File: src/rtl/pe_array_feeder_if.sv
// rtl/pe_array_feeder_if.sv - handshake, SRAM and PE-feed bundle for pe_array_feeder
// Purpose: groups every non-clock/reset signal of the feeder.
// Modports:
//   slave  - the feeder: takes start/bases/hold and SRAM read data,
//            drives SRAM read requests, the 3-row window, filter/bias and status.
//   master - controller, SRAMs and PE array side (directions mirrored).
interface pe_array_feeder_if #(
  parameter int ADDR_W = 10,
  parameter int ROW_W  = 4
);
  logic              start;
  logic [ADDR_W-1:0] ifmap_base;
  logic [ADDR_W-1:0] w_base;
  logic              hold;
  logic              w_ren;
  logic [ADDR_W-1:0] w_addr;
  logic [87:0]       w_rdata;
  logic              ifmap_ren;
  logic [ADDR_W-1:0] ifmap_addr;
  logic [63:0]       ifmap_rdata;
  logic [63:0]       ifmapIn1;
  logic [63:0]       ifmapIn2;
  logic [63:0]       ifmapIn3;
  logic [71:0]       filter;
  logic [15:0]       bias;
  logic              feed_valid;
  logic [ROW_W-1:0]  feed_row;
  logic              busy;
  logic              done;

  modport slave (
    input  start, ifmap_base, w_base, hold, w_rdata, ifmap_rdata,
    output w_ren, w_addr, ifmap_ren, ifmap_addr, ifmapIn1, ifmapIn2, ifmapIn3,
           filter, bias, feed_valid, feed_row, busy, done
  );

  modport master (
    output start, ifmap_base, w_base, hold, w_rdata, ifmap_rdata,
    input  w_ren, w_addr, ifmap_ren, ifmap_addr, ifmapIn1, ifmapIn2, ifmapIn3,
           filter, bias, feed_valid, feed_row, busy, done
  );
endinterface

File: src/rtl/pe_array_feeder.sv
// rtl/pe_array_feeder.sv - sliding 3-row window sequencer feeding the 72-PE conv array
// Purpose: on start, reads one {bias,filter} word, then IMG_H ifmap rows, and
//   presents a new 3-row window (ifmapIn1 oldest .. ifmapIn3 newest) per capture.
// Ports: clk, rst (async, active-high); bus (pe_array_feeder_if.slave):
//   start/ifmap_base/w_base/hold in; w_ren/w_addr + w_rdata weight SRAM;
//   ifmap_ren/ifmap_addr + ifmap_rdata row SRAM; ifmapIn1..3, filter, bias,
//   feed_valid, feed_row, busy, done out.
// Option: define ZERO_PAD_EN for vertical zero padding of one row top and bottom.
module pe_array_feeder #(
  parameter int ADDR_W = 10,
  parameter int IMG_H  = 10,
  parameter int ROW_W  = 4
) (
  input  logic            clk,
  input  logic            rst,
  pe_array_feeder_if.slave bus
);

  if (IMG_H < 3) begin : g_bad_img_h
    $error("pe_array_feeder: IMG_H must be >= 3");
  end
  if ((2 ** ROW_W) < IMG_H) begin : g_bad_row_w
    $error("pe_array_feeder: ROW_W too narrow for IMG_H");
  end

  localparam logic [ROW_W-1:0] LAST_ROW = ROW_W'(IMG_H - 1);

  typedef enum logic [2:0] {IDLE, LOADW, STREAM, FLUSH, DONE} state_t;

  state_t            state, state_nx;
  logic [ADDR_W-1:0] ifmap_base_q, w_base_q;
  logic [ROW_W-1:0]  rd_idx, win_idx, row_q;
  logic              w_pend, rd_pend;
  logic [1:0]        fill;
  logic [63:0]       r1, r2, r3;
  logic [71:0]       filt_q;
  logic [15:0]       bias_q;
  logic              fv_q;
  logic              w_ren, ifmap_ren, zero_ins, tail_ok, shift;

`ifdef ZERO_PAD_EN
  logic              head_done, tail_done;
`endif

  // State register
  always_ff @(posedge clk or posedge rst) begin
    if (rst) state <= IDLE;
    else     state <= state_nx;
  end

  // Next-state logic; FLUSH leaves only once nothing is in flight and any
  // trailing pad row has been shifted in.
  always_comb begin
    state_nx = state;
    case (state)
      IDLE:    if (bus.start) state_nx = LOADW;
      LOADW:   state_nx = STREAM;
      STREAM:  if (ifmap_ren && rd_idx == LAST_ROW) state_nx = FLUSH;
      FLUSH:   if (!rd_pend && tail_ok) state_nx = DONE;
      DONE:    state_nx = IDLE;
      default: state_nx = IDLE;
    endcase
  end

  // Output decode
  always_comb begin
    w_ren     = (state == LOADW);
    ifmap_ren = (state == STREAM) && !bus.hold;
    zero_ins  = 1'b0;
    tail_ok   = 1'b1;
`ifdef ZERO_PAD_EN
    // Head pad coincides with the row-0 read; tail pad follows the last capture.
    zero_ins  = !bus.hold && (((state == STREAM) && !head_done) ||
                              ((state == FLUSH) && !rd_pend && !tail_done));
    tail_ok   = tail_done;
`endif
  end

  // A window shift happens on every captured row and on every pad insert;
  // the two never coincide.
  assign shift = rd_pend || zero_ins;

  always_ff @(posedge clk or posedge rst) begin
    if (rst) begin
      ifmap_base_q <= '0;
      w_base_q     <= '0;
      rd_idx       <= '0;
      win_idx      <= '0;
      row_q        <= '0;
      w_pend       <= 1'b0;
      rd_pend      <= 1'b0;
      fill         <= '0;
      r1           <= '0;
      r2           <= '0;
      r3           <= '0;
      filt_q       <= '0;
      bias_q       <= '0;
      fv_q         <= 1'b0;
    end else begin
      w_pend  <= w_ren;
      rd_pend <= ifmap_ren;
      if (state == IDLE) begin
        rd_idx  <= '0;
        win_idx <= '0;
        fill    <= '0;
        if (bus.start) begin
          ifmap_base_q <= bus.ifmap_base;
          w_base_q     <= bus.w_base;
        end
      end
      if (ifmap_ren) rd_idx <= rd_idx + 1'b1;
      if (w_pend) {bias_q, filt_q} <= bus.w_rdata;
      if (shift) begin
        r1 <= r2;
        r2 <= r3;
        r3 <= rd_pend ? bus.ifmap_rdata : 64'd0;
        if (fill != 2'd2) fill <= fill + 2'd1;
      end
      // The third and every later shift completes a window.
      fv_q <= shift && (fill == 2'd2);
      if (shift && fill == 2'd2) begin
        row_q   <= win_idx;
        win_idx <= win_idx + 1'b1;
      end
    end
  end

`ifdef ZERO_PAD_EN
  always_ff @(posedge clk or posedge rst) begin
    if (rst) begin
      head_done <= 1'b0;
      tail_done <= 1'b0;
    end else if (state == IDLE) begin
      head_done <= 1'b0;
      tail_done <= 1'b0;
    end else if (zero_ins) begin
      if (state == STREAM) head_done <= 1'b1;
      if (state == FLUSH)  tail_done <= 1'b1;
    end
  end
`endif

  assign bus.w_ren      = w_ren;
  assign bus.w_addr     = w_base_q;
  assign bus.ifmap_ren  = ifmap_ren;
  assign bus.ifmap_addr = ifmap_base_q + ADDR_W'(rd_idx);
  assign bus.ifmapIn1   = r1;
  assign bus.ifmapIn2   = r2;
  assign bus.ifmapIn3   = r3;
  assign bus.filter     = filt_q;
  assign bus.bias       = bias_q;
  assign bus.feed_valid = fv_q;
  assign bus.feed_row   = row_q;
  assign bus.busy       = (state != IDLE);
  assign bus.done       = (state == DONE);

endmodule

File: src/flat_wrapper.sv
// flat-port wrapper written by rule: the top's interface ports become plain ports
module pe_array_feeder_flat 
#(
  parameter int ADDR_W = 10,
  parameter int IMG_H  = 10,
  parameter int ROW_W  = 4
)
  (clk, rst, bus_start, bus_ifmap_base, bus_w_base, bus_hold, bus_w_rdata, bus_ifmap_rdata, bus_w_ren, bus_w_addr, bus_ifmap_ren, bus_ifmap_addr, bus_ifmapIn1, bus_ifmapIn2, bus_ifmapIn3, bus_filter, bus_bias, bus_feed_valid, bus_feed_row, bus_busy, bus_done);
  pe_array_feeder_if #(.ADDR_W(ADDR_W), .ROW_W(ROW_W)) bus_i ();
  input  logic clk;
  input  logic rst;
  input wire logic [$bits(bus_i.start)-1:0] bus_start;
  input wire logic [$bits(bus_i.ifmap_base)-1:0] bus_ifmap_base;
  input wire logic [$bits(bus_i.w_base)-1:0] bus_w_base;
  input wire logic [$bits(bus_i.hold)-1:0] bus_hold;
  input wire logic [$bits(bus_i.w_rdata)-1:0] bus_w_rdata;
  input wire logic [$bits(bus_i.ifmap_rdata)-1:0] bus_ifmap_rdata;
  output wire logic [$bits(bus_i.w_ren)-1:0] bus_w_ren;
  output wire logic [$bits(bus_i.w_addr)-1:0] bus_w_addr;
  output wire logic [$bits(bus_i.ifmap_ren)-1:0] bus_ifmap_ren;
  output wire logic [$bits(bus_i.ifmap_addr)-1:0] bus_ifmap_addr;
  output wire logic [$bits(bus_i.ifmapIn1)-1:0] bus_ifmapIn1;
  output wire logic [$bits(bus_i.ifmapIn2)-1:0] bus_ifmapIn2;
  output wire logic [$bits(bus_i.ifmapIn3)-1:0] bus_ifmapIn3;
  output wire logic [$bits(bus_i.filter)-1:0] bus_filter;
  output wire logic [$bits(bus_i.bias)-1:0] bus_bias;
  output wire logic [$bits(bus_i.feed_valid)-1:0] bus_feed_valid;
  output wire logic [$bits(bus_i.feed_row)-1:0] bus_feed_row;
  output wire logic [$bits(bus_i.busy)-1:0] bus_busy;
  output wire logic [$bits(bus_i.done)-1:0] bus_done;
  assign bus_i.start = bus_start;
  assign bus_i.ifmap_base = bus_ifmap_base;
  assign bus_i.w_base = bus_w_base;
  assign bus_i.hold = bus_hold;
  assign bus_i.w_rdata = bus_w_rdata;
  assign bus_i.ifmap_rdata = bus_ifmap_rdata;
  assign bus_w_ren = bus_i.w_ren;
  assign bus_w_addr = bus_i.w_addr;
  assign bus_ifmap_ren = bus_i.ifmap_ren;
  assign bus_ifmap_addr = bus_i.ifmap_addr;
  assign bus_ifmapIn1 = bus_i.ifmapIn1;
  assign bus_ifmapIn2 = bus_i.ifmapIn2;
  assign bus_ifmapIn3 = bus_i.ifmapIn3;
  assign bus_filter = bus_i.filter;
  assign bus_bias = bus_i.bias;
  assign bus_feed_valid = bus_i.feed_valid;
  assign bus_feed_row = bus_i.feed_row;
  assign bus_busy = bus_i.busy;
  assign bus_done = bus_i.done;
  pe_array_feeder #(.ADDR_W(ADDR_W), .IMG_H(IMG_H), .ROW_W(ROW_W)) u_core (.clk(clk), .rst(rst), .bus(bus_i));
endmodule
File: config.mk
export PLATFORM = sky130hd
export DESIGN_NAME = pe_array_feeder_flat
export DESIGN_NICKNAME = d
export VERILOG_FILES = /design/src/rtl/pe_array_feeder_if.sv /design/src/rtl/pe_array_feeder.sv /design/src/flat_wrapper.sv
export SDC_FILE = /design/constraint.sdc
export NUM_CORES = 1
export LEC_CHECK = 0
export BUFFER_PORTS_ARGS = -buffer_cell sky130_fd_sc_hd__buf_2
export CAP_MARGIN = 10
export CORE_AREA = 2 2 187 189
export DETAILED_ROUTE_END_ITERATION = 8
export DIE_AREA = 0 0 189 191
export PLACE_DENSITY = 0.68
export SLEW_MARGIN = 40
export SYNTH_ARGS = -nofsm -noshare
export SYNTH_HDL_FRONTEND = slang
export SYNTH_SLANG_ARGS = --single-unit
File: constraint.sdc
create_clock -name clk -period 26.8 [get_ports clk]
set_input_delay 5.36 -clock clk [delete_from_list [all_inputs] [get_ports clk]]
set_output_delay 5.36 -clock clk [all_outputs]
set_load 0.01 [all_outputs]
==> flow_summary_export.csv <==
group,metric,value,unit
run_status,status,"completed",
placement,dpl-instance-area,15100,µm²
worst_setup_path,critical_path_class,"in2out",
die,num_rows,68,
timing,final_max_slew_viol_count,0,
layout,postLayoutCellArea,16400,µm²
clock_tree,cts.sinks,320,
clock_tree,path_clk_slew,60,ps
logic_synthesis,syn_area_per_cell,16.0,µm²
global_routing,grt_max_degree,107,
layout,fin_util,0.480,
placement,portBuffers,484,
logic_synthesis,synth_edf_count,0,
timing,fin_crit,11590,ps
logic_synthesis,synth.area.top_cells,"dfrtp_1 66%, mux2_2 28%, ha_1 0.72%, nand2_1 0.71%, buf_2 0.70%",
die,pin_count,485,
drt,viasPerCell,4.62,
logic_synthesis,synth_cells,765,
global_routing,grt_overflow,0,
placement,post-place-cells,1675,
power_and_ir_drop,peakVddDrop,0.0711,mV
drt,drtAntennaViolNets,0,
timing,skew,15.7,ps
layout,instances_no_fill,1742,
clock_tree,post-cts-setup-buffers,0,
drt,drt_iter0_drc,254,
drt,routed_wl,29.9,mm
worst_setup_path,worstPathMaxFanout,6,
layout,final_nets,1442,
clock_tree,clockBufferDepth,3,
logic_synthesis,synth_area,12200,µm²
hold_path,hold_path.class,"reg2reg",
hold_path,min_to,"u_core.bus.feed_row[1]",
clock_tree,h-tree-depth,2,
drt,route.top_layer_used,"met5",
power_and_ir_drop,powerDensity,135,nW/µm²
placement,hpwl,22.0,mm
timing,rsz0062_at_grt,"no",
die,dieArea,36100,µm²
clock_tree,post_cts_resized,0,
timing,slew_headroom,0.480,
power_and_ir_drop,finalPower,2220,µW
drt,wl_per_cell,17.2,µm
timing,setup_viol,0,
layout,final_common_cell,"buf_2",
clock_tree,clock_latency,510,ps
logic_synthesis,yosysSeqAreaShare,0.655,
die,die_h,191,µm
clock_tree,tritoncts,"yes",
worst_setup_path,crit_arrival,6230,ps
timing,fin_crit_sh,0.433,
drt,drt-pass1-iter-count,4,
logic_synthesis,ys_types,38,
drt,vias,8047,
timing,worst_slew_pin_slew,780,ps
logic_synthesis,synth_nets,949,
worst_setup_path,r2r_end,"u_core.bus.ifmapIn3[18]",
drt,drcViolationCount,0,
timing,clock.fmax,0.0862,GHz
placement,place.gp.congestion,0.793,
global_routing,gr-usage-all-layers,0.160,
worst_setup_path,r2r_slack,23920,ps
worst_setup_path,rr_worst_depth,4,
die,core_area,34100,µm²
clock_tree,clock-root-buffer,"clkbuf_16",
drt,wl_met3,2.36,mm
die,fp.dieW,189,µm
layout,drive_gt1_frac,0.664,
timing,tns,0,ps
logic_synthesis,ys_seq_elements,320,
logic_synthesis,ys.flop_type,"dfrtp_1",
job,maxCapViolCount,0,
clock_tree,cts_buffers,35,
power_and_ir_drop,leakagePower,0.00786,µW
worst_setup_path,crit_path_start_kind,"input pin",
worst_setup_path,reg2reg_from,"u_core.rd_pend",
drt,wl_met1,11.5,mm
global_routing,grt_pass1_vias,8265,
logic_synthesis,synth_top_area_share,0.655,
global_routing,grt_pass1_wl,45.8,mm
drt,wl_met2,15.4,mm
logic_synthesis,yosys.area.top_type,"dfrtp_1",
hold_path,min-delay-start,"u_core.bus.feed_row[1]",
clock_tree,cts-hold-fix-buffers,0,
logic_synthesis,synthArstFlopShare,1.00,
layout,area_growth,34.0,%
worst_setup_path,worstSetupEndpointType,"output pin",
die,start_util,0.358,
global_routing,antenna_found_initial,4,
hold_path,hold_depth,2,
layout,mostFrequentLayoutCells,"484 x buf_2, 318 x dfrtp_1, 300 x mux2_2",
worst_setup_path,cp.required,21440,ps
timing,hold_viol,0,
logic_synthesis,synth_warnings,0,
-- flip-flops by register name, summed over array words and instances, names as in the netlist --
register	flops
u_core.rd_pend	1
u_core.bus.filter	72
u_core.bus.ifmapIn1	64
u_core.fill	2
u_core.bus.feed_row	4
u_core.bus.ifmapIn2	64
u_core.state	3
u_core.rd_idx	4
u_core.bus.ifmapIn3	64
u_core.bus.w_addr	10
u_core.bus.bias	16
u_core.win_idx	4
u_core.w_pend	1
u_core.bus.feed_valid	1
u_core.ifmap_base_q	10
-- synth_stat cells (3+ instances only) --
master and instances:
dfrtp_1 320, mux2_2 300, nand2_1 23, buf_2 17, o21ai_0 12, clkbuf_1 9, nand3_1 9, inv_1 8
a21oi_1 7, buf_1 7, ha_1 7, xor2_1 5, nor2_1 4, buf_4 3, o211ai_1 3
-- final cells by class --
class | instances | area (µm²)
Antenna cell | 3 | 7.51
Sequential cell | 320 | 8020
Tap cell | 455 | 569
Timing Repair Buffer | 492 | 2530
Clock inverter | 9 | 140
Fill cell | 3065 | 17700
Inverter | 9 | 41.3
Clock buffer | 54 | 1060
Multi-Input combinational cell | 400 | 4020
-- critical path: stages --
cell and delay [ps]:
buf_2 110, or4b_4 520, inv_1 100, buf_2 140
-- how the worst max path moves through the flow --
stage                   from                  to
global placement    bus_hold       bus_ifmap_ren
floorplan                rst  u_core.bus.bias[0]
detailed placement  bus_hold       bus_ifmap_ren
finish              bus_hold       bus_ifmap_ren
CTS                 bus_hold       bus_ifmap_ren
global route        bus_hold       bus_ifmap_ren
-- routing by layer --
| metal | global-route usage | vias to the layer above |
|---|---|---|
| met2 | 0.283 | 289 |
| met4 | 0.0583 | 2 |
| li1 | - | 3710 |
| met3 | 0.0470 | 42 |
| met1 | 0.185 | 4004 |
| met5 | 0 | - |
-- cells by family after synthesis --
| logic type | count (synthesis) | synth area share |
|---|---|---|
| DFF | 320 | 0.655 |
| muxes | 301 | 0.277 |
| and+or+nand+nor | 53 | 0.0218 |
| buffers and inverters | 45 | 0.0165 |
| AOI/OAI and AO/OA | 31 | 0.0156 |
| adders and majority gates | 8 | 0.00880 |
| xor gates and xnor gates | 7 | 0.00502 |
-- through the flow --
| stage | hold slack [ps] | setup slack (ps) |
|---|---|---|
| floorplan | 458 | 12580 |
| global placement | 460 | 15220 |
| detailed placement | 473 | 15200 |
| CTS | 487 | 15200 |
| global route | 513 | 15180 |
| finish | 478 | 15210 |
-- power breakdown --
part | total [µW] | switching (µW) | internal, µW
combinational | 844 | 400 | 444
sequential | 885 | 157 | 728
clock | 490 | 188 | 302
total | 2220 | 745 | 1470
No activity file was read; power rests on OpenSTA's default activity.
